--- src/rtl/i2c_cmd_arbiter.sv ---
// i2c_cmd_arbiter: round-robin sharing of one i2c master cmd/write/read channel set between requesters.
// Optional feature: define I2C_ARB_TIMEOUT_EN to force release of a stalled data phase after p_timeout idle cycles.
package package_i2c;
    localparam int c_burst_width = 8;
    typedef struct packed {
        logic [6:0]               dev_addr;
        logic [15:0]              reg_addr;
        logic                     we;
        logic [c_burst_width-1:0] burst_num;
    } t_i2c_cmd;
endpackage

module i2c_cmd_arbiter #(
    parameter int p_num_req     = 2,
    parameter int p_burst_width = package_i2c::c_burst_width,
    parameter int p_timeout     = 65535
) (
    input  logic                                  i_clk,
    input  logic                                  i_rst_n,
    input  logic [p_num_req-1:0]                  i_req_cmd_valid,
    input  package_i2c::t_i2c_cmd [p_num_req-1:0] i_req_cmd_data,
    output logic [p_num_req-1:0]                  o_req_cmd_ready,
    input  logic [p_num_req-1:0]                  i_req_wr_valid,
    input  logic [p_num_req-1:0][7:0]             i_req_wr_data,
    output logic [p_num_req-1:0]                  o_req_wr_ready,
    output logic [p_num_req-1:0]                  o_req_rd_valid,
    output logic [7:0]                            o_req_rd_data,
    input  logic [p_num_req-1:0]                  i_req_rd_ready,
    output logic                                  o_cmd_valid,
    output package_i2c::t_i2c_cmd                 o_cmd_data,
    input  logic                                  i_cmd_ready,
    output logic                                  o_wr_valid,
    output logic [7:0]                            o_wr_data,
    input  logic                                  i_wr_ready,
    input  logic                                  i_rd_valid,
    input  logic [7:0]                            i_rd_data,
    output logic                                  o_rd_ready,
    output logic [p_num_req-1:0]                  o_grant,
    output logic                                  o_busy,
    output logic                                  o_timeout
);
    localparam int ow = p_num_req > 1 ? $clog2(p_num_req) : 1;
    localparam int cw = p_burst_width + 1;

    if (p_num_req < 1 || p_num_req > 8 || p_timeout < 1) begin : g_param_check
        $error("i2c_cmd_arbiter: parameter out of range");
    end

    typedef enum logic [1:0] {IDLE, CMD, WDATA, RDATA} t_state;

    t_state                   state;
    logic [ow-1:0]            owner;
    logic [ow-1:0]            ptr;
    logic [ow-1:0]            pick;
    logic [ow-1:0]            next_ptr;
    logic                     found;
    logic [cw-1:0]            count;
    logic [p_burst_width-1:0] burst;
    logic                     cmd_hs;
    logic                     wr_hs;
    logic                     rd_hs;
    logic                     beat_hs;
    logic                     last_beat;
    logic                     expired;

    function automatic logic [ow-1:0] wrap(input int v);
        return (v >= p_num_req) ? ow'(v - p_num_req) : ow'(v);
    endfunction

    // Round-robin scan from the pointer; the lowest offset with a pending command wins.
    always_comb begin
        pick  = ptr;
        found = 1'b0;
        for (int i = p_num_req - 1; i >= 0; i--) begin
            if (i_req_cmd_valid[wrap(int'(ptr) + i)]) begin
                pick  = wrap(int'(ptr) + i);
                found = 1'b1;
            end
        end
    end

    assign next_ptr  = (owner == ow'(p_num_req - 1)) ? '0 : owner + 1'b1;
    assign burst     = p_burst_width'(i_req_cmd_data[owner].burst_num);
    assign cmd_hs    = state == CMD && i_req_cmd_valid[owner] && i_cmd_ready;
    assign wr_hs     = state == WDATA && i_req_wr_valid[owner] && i_wr_ready;
    assign rd_hs     = state == RDATA && i_rd_valid && i_req_rd_ready[owner];
    assign beat_hs   = wr_hs || rd_hs;
    assign last_beat = count == cw'(1);

    assign o_cmd_valid     = state == CMD && i_req_cmd_valid[owner];
    assign o_cmd_data      = state == CMD ? i_req_cmd_data[owner] : '0;
    assign o_req_cmd_ready = (state == CMD && i_cmd_ready) ? o_grant : '0;
    assign o_wr_valid      = state == WDATA && i_req_wr_valid[owner];
    assign o_wr_data       = state == WDATA ? i_req_wr_data[owner] : 8'h00;
    assign o_req_wr_ready  = (state == WDATA && i_wr_ready) ? o_grant : '0;
    assign o_req_rd_valid  = (state == RDATA && i_rd_valid) ? o_grant : '0;
    assign o_req_rd_data   = state == RDATA ? i_rd_data : 8'h00;

`ifdef I2C_ARB_TIMEOUT_EN
    localparam int tw = $clog2(p_timeout + 1);

    logic [tw-1:0] idle_cnt;

    // Stray read bytes after a forced release are drained while IDLE.
    assign o_rd_ready = (state == RDATA && i_req_rd_ready[owner]) || (state == IDLE && i_rst_n);
    assign expired    = (state == WDATA || state == RDATA) && !beat_hs && idle_cnt == tw'(p_timeout - 1);

    // Data-phase inactivity counter; cleared by every beat and whenever the state changes.
    always_ff @(posedge i_clk or negedge i_rst_n) begin
        if (!i_rst_n)
            idle_cnt <= '0;
        else if ((state == WDATA || state == RDATA) && !beat_hs && !expired)
            idle_cnt <= idle_cnt + 1'b1;
        else
            idle_cnt <= '0;
    end
`else
    assign o_rd_ready = state == RDATA && i_req_rd_ready[owner];
    assign expired    = 1'b0;
    assign o_timeout  = 1'b0;
`endif

    // Arbitration and transaction sequencing; the grant is held from the command through its last data beat.
    always_ff @(posedge i_clk or negedge i_rst_n) begin
        if (!i_rst_n) begin
            state   <= IDLE;
            owner   <= '0;
            ptr     <= '0;
            count   <= '0;
            o_grant <= '0;
            o_busy  <= 1'b0;
`ifdef I2C_ARB_TIMEOUT_EN
            o_timeout <= 1'b0;
`endif
        end else begin
`ifdef I2C_ARB_TIMEOUT_EN
            o_timeout <= expired;
`endif
            case (state)
                IDLE: begin
                    if (found) begin
                        owner   <= pick;
                        o_grant <= p_num_req'(1) << pick;
                        o_busy  <= 1'b1;
                        state   <= CMD;
                    end
                end
                CMD: begin
                    if (cmd_hs) begin
                        count <= cw'(burst) + cw'(1);
                        state <= i_req_cmd_data[owner].we ? WDATA : RDATA;
                    end
                end
                WDATA, RDATA: begin
                    if ((beat_hs && last_beat) || expired) begin
                        state   <= IDLE;
                        ptr     <= next_ptr;
                        count   <= '0;
                        o_grant <= '0;
                        o_busy  <= 1'b0;
                    end else if (beat_hs) begin
                        count <= count - 1'b1;
                    end
                end
                default: state <= IDLE;
            endcase
        end
    end
endmodule

--- config.mk ---
export PLATFORM = sky130hd
export DESIGN_NAME = i2c_cmd_arbiter
export DESIGN_NICKNAME = d
export VERILOG_FILES = /design/src/rtl/i2c_cmd_arbiter.sv
export SDC_FILE = /design/constraint.sdc
export NUM_CORES = 1
export LEC_CHECK = 0
export CAP_MARGIN = 15
export CORE_ASPECT_RATIO = 1.4
export CORE_MARGIN = 5
export CORE_UTILIZATION = 30
export CTS_CLUSTER_SIZE = 25
export DETAILED_ROUTE_END_ITERATION = 12
export GPL_TIMING_DRIVEN = 0
export PLACE_DENSITY = 0.74
export SYNTH_ARGS = -nofsm -noshare
export SYNTH_HDL_FRONTEND = slang
export SYNTH_SLANG_ARGS = --single-unit
export TNS_END_PERCENT = 5
--- constraint.sdc ---
create_clock -name i_clk -period 2.5 [get_ports i_clk]
set_input_delay 0.5 -clock i_clk [delete_from_list [all_inputs] [get_ports i_clk]]
set_output_delay 0.5 -clock i_clk [all_outputs]
set_load 0.005 [all_outputs]
After elaboration in Yosys (flattened, before gate mapping)
Cells that the tools add are included.
{"block": "op_classes", "addsub": 6, "order_cmp": 5, "n_eq_ne": 8, "shifts": 1, "mux": 41, "reduce_logical": 20}
{"op": "32-bit 2-to-1 mux", "n": 3}
{"op": "8-bit 2-to-1 mux", "n": 4}
{"op": "9-bit 2-to-1 mux", "n": 3}
{"op": "1-bit 2-to-1 mux", "n": 20}
{"op": "9-bit case mux with 2 select lines", "n": 1}
{"op": "2-bit 2-to-1 mux", "n": 7}
{"op": "1-bit logical AND", "n": 10}
{"op": "8-bit by 1-bit adder with 9-bit output (second input constant)", "n": 1}
{"op": "9-bit by 1-bit == test with 1-bit output (second input constant)", "n": 1}
{"op": "3-bit AND reduction", "n": 3}
{"op": "9-bit by 1-bit subtractor with 9-bit output (second input constant)", "n": 1}
{"op": "1-bit by 2-bit less-than comparator with 1-bit output (second input constant)", "n": 3}
{"op": "2-bit != test (second input constant)", "n": 3}
{"op": "2-bit case mux with 3 select lines", "n": 1}
{"op": "2-bit == test (second input constant)", "n": 2}
{"op": "2-bit case mux with 2 select lines", "n": 1}
{"op": "2-bit AND reduction", "n": 2}
{"op": "2-bit nonzero test", "n": 2}
{"op": "3-bit != test (second input constant)", "n": 1}
{"op": "1-bit by 1-bit adder with 2-bit output (second input constant)", "n": 1}
{"op": "2-bit by 1-bit == test with 1-bit output (second input constant)", "n": 1}
{"op": "1-bit by 2-bit greater-or-equal comparator with 1-bit output (second input constant)", "n": 1}
{"op": "2-bit greater-or-equal comparator (second input constant)", "n": 1}
{"op": "2-bit zero test", "n": 1}
{"op": "6 further kinds", "n": 7}
{"block": "word_totals", "ff_bits": 16}

Longest topological paths before layout
Gate-level depths: netlist (run 1).
{"block": "depth", "word_depth": 10, "depth_mapped": 9, "depth_no_buf": 7}

Worst setup path after synthesis (run 1)
No wires, ideal clock.
{"block": "synth_path", "kind": "register to output", "start": "reg owner", "end": "out o_cmd_data[20] (netlist name)", "arrival_ns": 1.572, "required_time_ns": 2.000, "path_slack_ns": 0.428, "stages_incl_launch_ff": 7, "path_buffers": 4, "cell_sequence": "dfrtp_1 -> buf_2 -> buf_2 -> buf_2 -> buf_2 -> mux2i_1 -> nor2_1"}
{"item": "from (decl)", "line_no": "52", "source": "logic [ow-1:0] owner;"}
{"item": "from (signal assigned)", "line_no": "142", "source": "owner <= pick;"}
{"item": "to (decl)", "line_no": "30", "source": "output package_i2c::t_i2c_cmd o_cmd_data,"}

==> summary by stage, run 1 <==
Outcome
The run finished with clean final reports.

STA
The number of failing hold endpoints at the final stage is 0. For the pin with the worst max-slew slack, the measured transition is 0.742 ns. The final critical path takes up 99.1% of the cycle.

On the final layout, the worst clock skew is 0.00246 ns. The worst slew margin relative to its limit is 50.4%. The hold slack is 0.493 ns. The max-slew violation total from the final report is 0.

Setup violations remaining at the end of the flow were counted as 0. The upper clock frequency limit is 404 MHz. The final critical-path required period is 2.48 ns.

Setup repair after global routing could not meet its margin everywhere.

Placed design
During placement, the flow inserted port buffers numbering 158. The global placement routability congestion is 0.850. In this run the cell area measured after placement is 3550 µm². The cell count after placement is 483.

After legalization and detailed placement, the total HPWL measured 7030 µm.

CTS
The TritonCTS clock tree is built. The clock latency reported for the late side of the worst-skew pair is 0.25 ns. The clock input transition at the sequential cells of the worst setup and hold paths is 0.06 ns. TritonCTS created 3 clock buffers.

The maximum root-to-sink buffer count is 2. CTS built an H-tree with a depth of 1. The quantity of hold-fixing buffers added after cts is 0. The clock tree root driver cell is clkbuf_8. The clock drives 16 sinks.

Synth
A synthesized cell averages 7.44 µm². Yosys mapped a number of flops with a built-in enable equal to 0. The net count after synthesis is 355. In the synthesized netlist the dominant register cell turns out to be dfrtp_1. By area the synthesized netlist is led by mux2i_1 (22%), dfrtp_1 (21%), nor2_1 (11%).

The post-synthesis sequential element count is 16. Counting flops with an async set or reset pin after synthesis yields a share of 100%. Counting every instance in the synthesized netlist gives 253. The fraction of the yosys area taken by sequential cells is 21.3%. The proportion of netlist area held by the largest area contributor is 21.8%. In this run, distinct cell masters in the synthesized netlist total 47. The biggest area consumer among synthesized cells is mux2i_1.

Summing every instance area after synthesis gives 1880 µm². Yosys printed 0 warnings.

Floorplanning
The number of placement rows is 34. The die span in y is 104 µm. The die footprint is 7980 µm². The initial utilization of the core area, before any placement, comes to 30.5%. The die width is 77.0 µm. The core region is 6170 µm². Pin placement for this block handled 160 I/O pins.

Final layout
The non-filler instance count after layout is 488. The net total in the final layout is 519. The final antenna diode count is 0. The post-route core utilization is 60.6%. The post-route netlist has 5.53% of its cells at a drive strength greater than 1. After filler insertion, the fill cell instance count of the layout stands at 564.

Leaving out fill and tap cells, the most frequent cell in the layout is clkdlybuf4s50_1. After routing the design area is 3740 µm². Relative to the synthesized area, the layout overhead comes to 98.4%. In the layout the commonest cells are clkdlybuf4s50_1 (143), nor2_1 (53), mux2i_1 (40), dfrtp_1 (16), dlymetal6s2s_1 (13).

Routing
The first detailed-routing pass took 4 iterations. The DRC violation count after routing is 0. The total length of routed wires is 8280 µm.

For this block, the via count after detailed routing is 2491. The count of nets left with antenna violations once routing finished came out at 0. In the routed layout, each cell is associated on average with a via count of 5.10.

The initial DRC count is 125. The average wire length per cell after detail routing is 17.0 µm.

GRT
The via count of the first global-routing pass is 2423. The total global routing track utilization is 19.5%. The wire length of the first global-routing pass is 12800 µm.

Summed over all layers, the global routing overflow is 0. The initial antenna violation count is 0. Entering global routing, the biggest net connects 17 pins.

Worst setup path
The critical path goes through nand2b_1 -> buf_1 -> nor2_1 -> clkdlybuf4s50_1. The cell type of the slowest stage on the worst timing path is clkdlybuf4s50_1. The kind of cell with the highest combined delay along the critical path is buffers and inverters. Together, buffers and inverters on the worst path number 2.

The worst endpoint data arrival time is 1.98 ns. Across all register-to-register paths, the minimum setup slack is 0.26 ns. STA classifies the critical path startpoint as a flop. STA puts the critical path data required time at 2.00 ns. Of all nets on the critical path, the largest fanout is 10. The peak per-stage delay on the critical path is 0.50 ns. The worst setup path is of the flop to primary output kind.

The kind of capture point of the worst setup path is a primary output.

Job
The tool flagged a number of max-cap violations equal to 0.

Pwr
For this design the ratio of total power to cell area is 786 nW/µm². IR analysis of the VDD net gives a maximum drop of 0.000445 V. The leakage dissipation is 1.74 nW.

Worst hold path
The type of the worst min-delay path is flop to flop.
==> worst paths after layout <==
path,startpoint,end,cells after the start
max,state[1],o_cmd_data[12],4
min,o_busy,o_busy,2
max reg2reg,state[0],count[0],6
min reg2reg,o_busy,o_busy,2
max in group asynchronous,i_rst_n,ptr,1
min in group asynchronous,i_rst_n,count[2],1
==> area by class of cell <==
class	count	area (µm²)	area share, %
Buffer	17	140	3.75
Tap cell	72	90.1	2.41
Sequential cell	16	400	10.7
Clock buffer	4	55.1	1.47
Inverter	11	41.3	1.11
Multi-Input combinational cell	209	1390	37.2
Timing Repair Buffer	159	1620	43.3
==> cell families after synthesis <==
group | count (synthesis) | share of synthesized area, %
other | 1 | 0.199
flip-flops | 16 | 21.3
adder cells (fa/ha/maj) | 3 | 1.99
AO/OA/AOI/OAI | 40 | 15.0
AND/OR/NAND/NOR | 116 | 29.6
multiplexers | 43 | 23.0
XOR/XNOR | 6 | 2.79
buffers and inverters | 28 | 6.18
==> registers in the layout (all words and copies together), names as in the netlist <==
| name | cells |
|---|---|
| ptr | 1 |
| o_busy | 1 |
| o_grant | 2 |
| state | 2 |
| count | 9 |
| owner | 1 |
==> routing by layer <==
metal | vias up | track usage, % | share of wire [%]
met3 | 8 | 5.03 | 7.3
met5 | - | 0 | 0
met4 | 0 | 5.00 | 1.3
met1 | 1136 | 20.5 | 38
met2 | 117 | 37.3 | 53
li1 | 1230 | - | -
==> where the power goes <==
| group | total [mW] | internal, mW | switching [mW] |
|---|---|---|---|
| Sequential | 0.515 | 0.373 | 0.141 |
| Clock | 0.230 | 0.140 | 0.0900 |
| Combinational | 2.19 | 1.21 | 0.984 |
==> worst register-to-register path: cells and delay by family (launching register included) <==
family	cells	cell delay (ns)
AND/OR/NAND/NOR	2	0.71
AO/OA/AOI/OAI	3	0.78
flip-flops	1	0.44
buffers and inverters	1	0.20
==> Yosys cell counts, drive strengths merged (3+ instances only) <==
cell type and count:
a21oi 9, and2 4, and3 12, buf 8, clkbuf 9, dfrtp 16
ha 3, inv 11, mux2i 41, nand2 12, nand3 9, nor2 53
nor3 6, o21ai 8, o32a 3, or3 6, or4 4, xnor2 4
==> metrics by stage <==
stage                     TNS (ns)  total power, mW  setup WS (ns)
after floorplan                  0             1.60          0.428
after global placement       -9.67             2.56         -0.384
after detailed placement     -9.87             2.59         -0.385
after CTS                  -0.0944             2.94        -0.0267
after global routing        -0.841             3.17        -0.0677
final                            0             2.94         0.0226
==> repair_timing <==
action,4_1_cts,5_1_grt
setup buffers,1,0
endpoints found under the setup margin,44,47
pin swaps,0,0
gates resized for setup,20,24
(Power assumes the default switching activity.)
==> inputs of run 2 (changes only) <==
Settings changed: SLEW_MARGIN from default to 20.
==> results of run 2 <==
Final layout, timing and power as in run 1 (identical DEF).
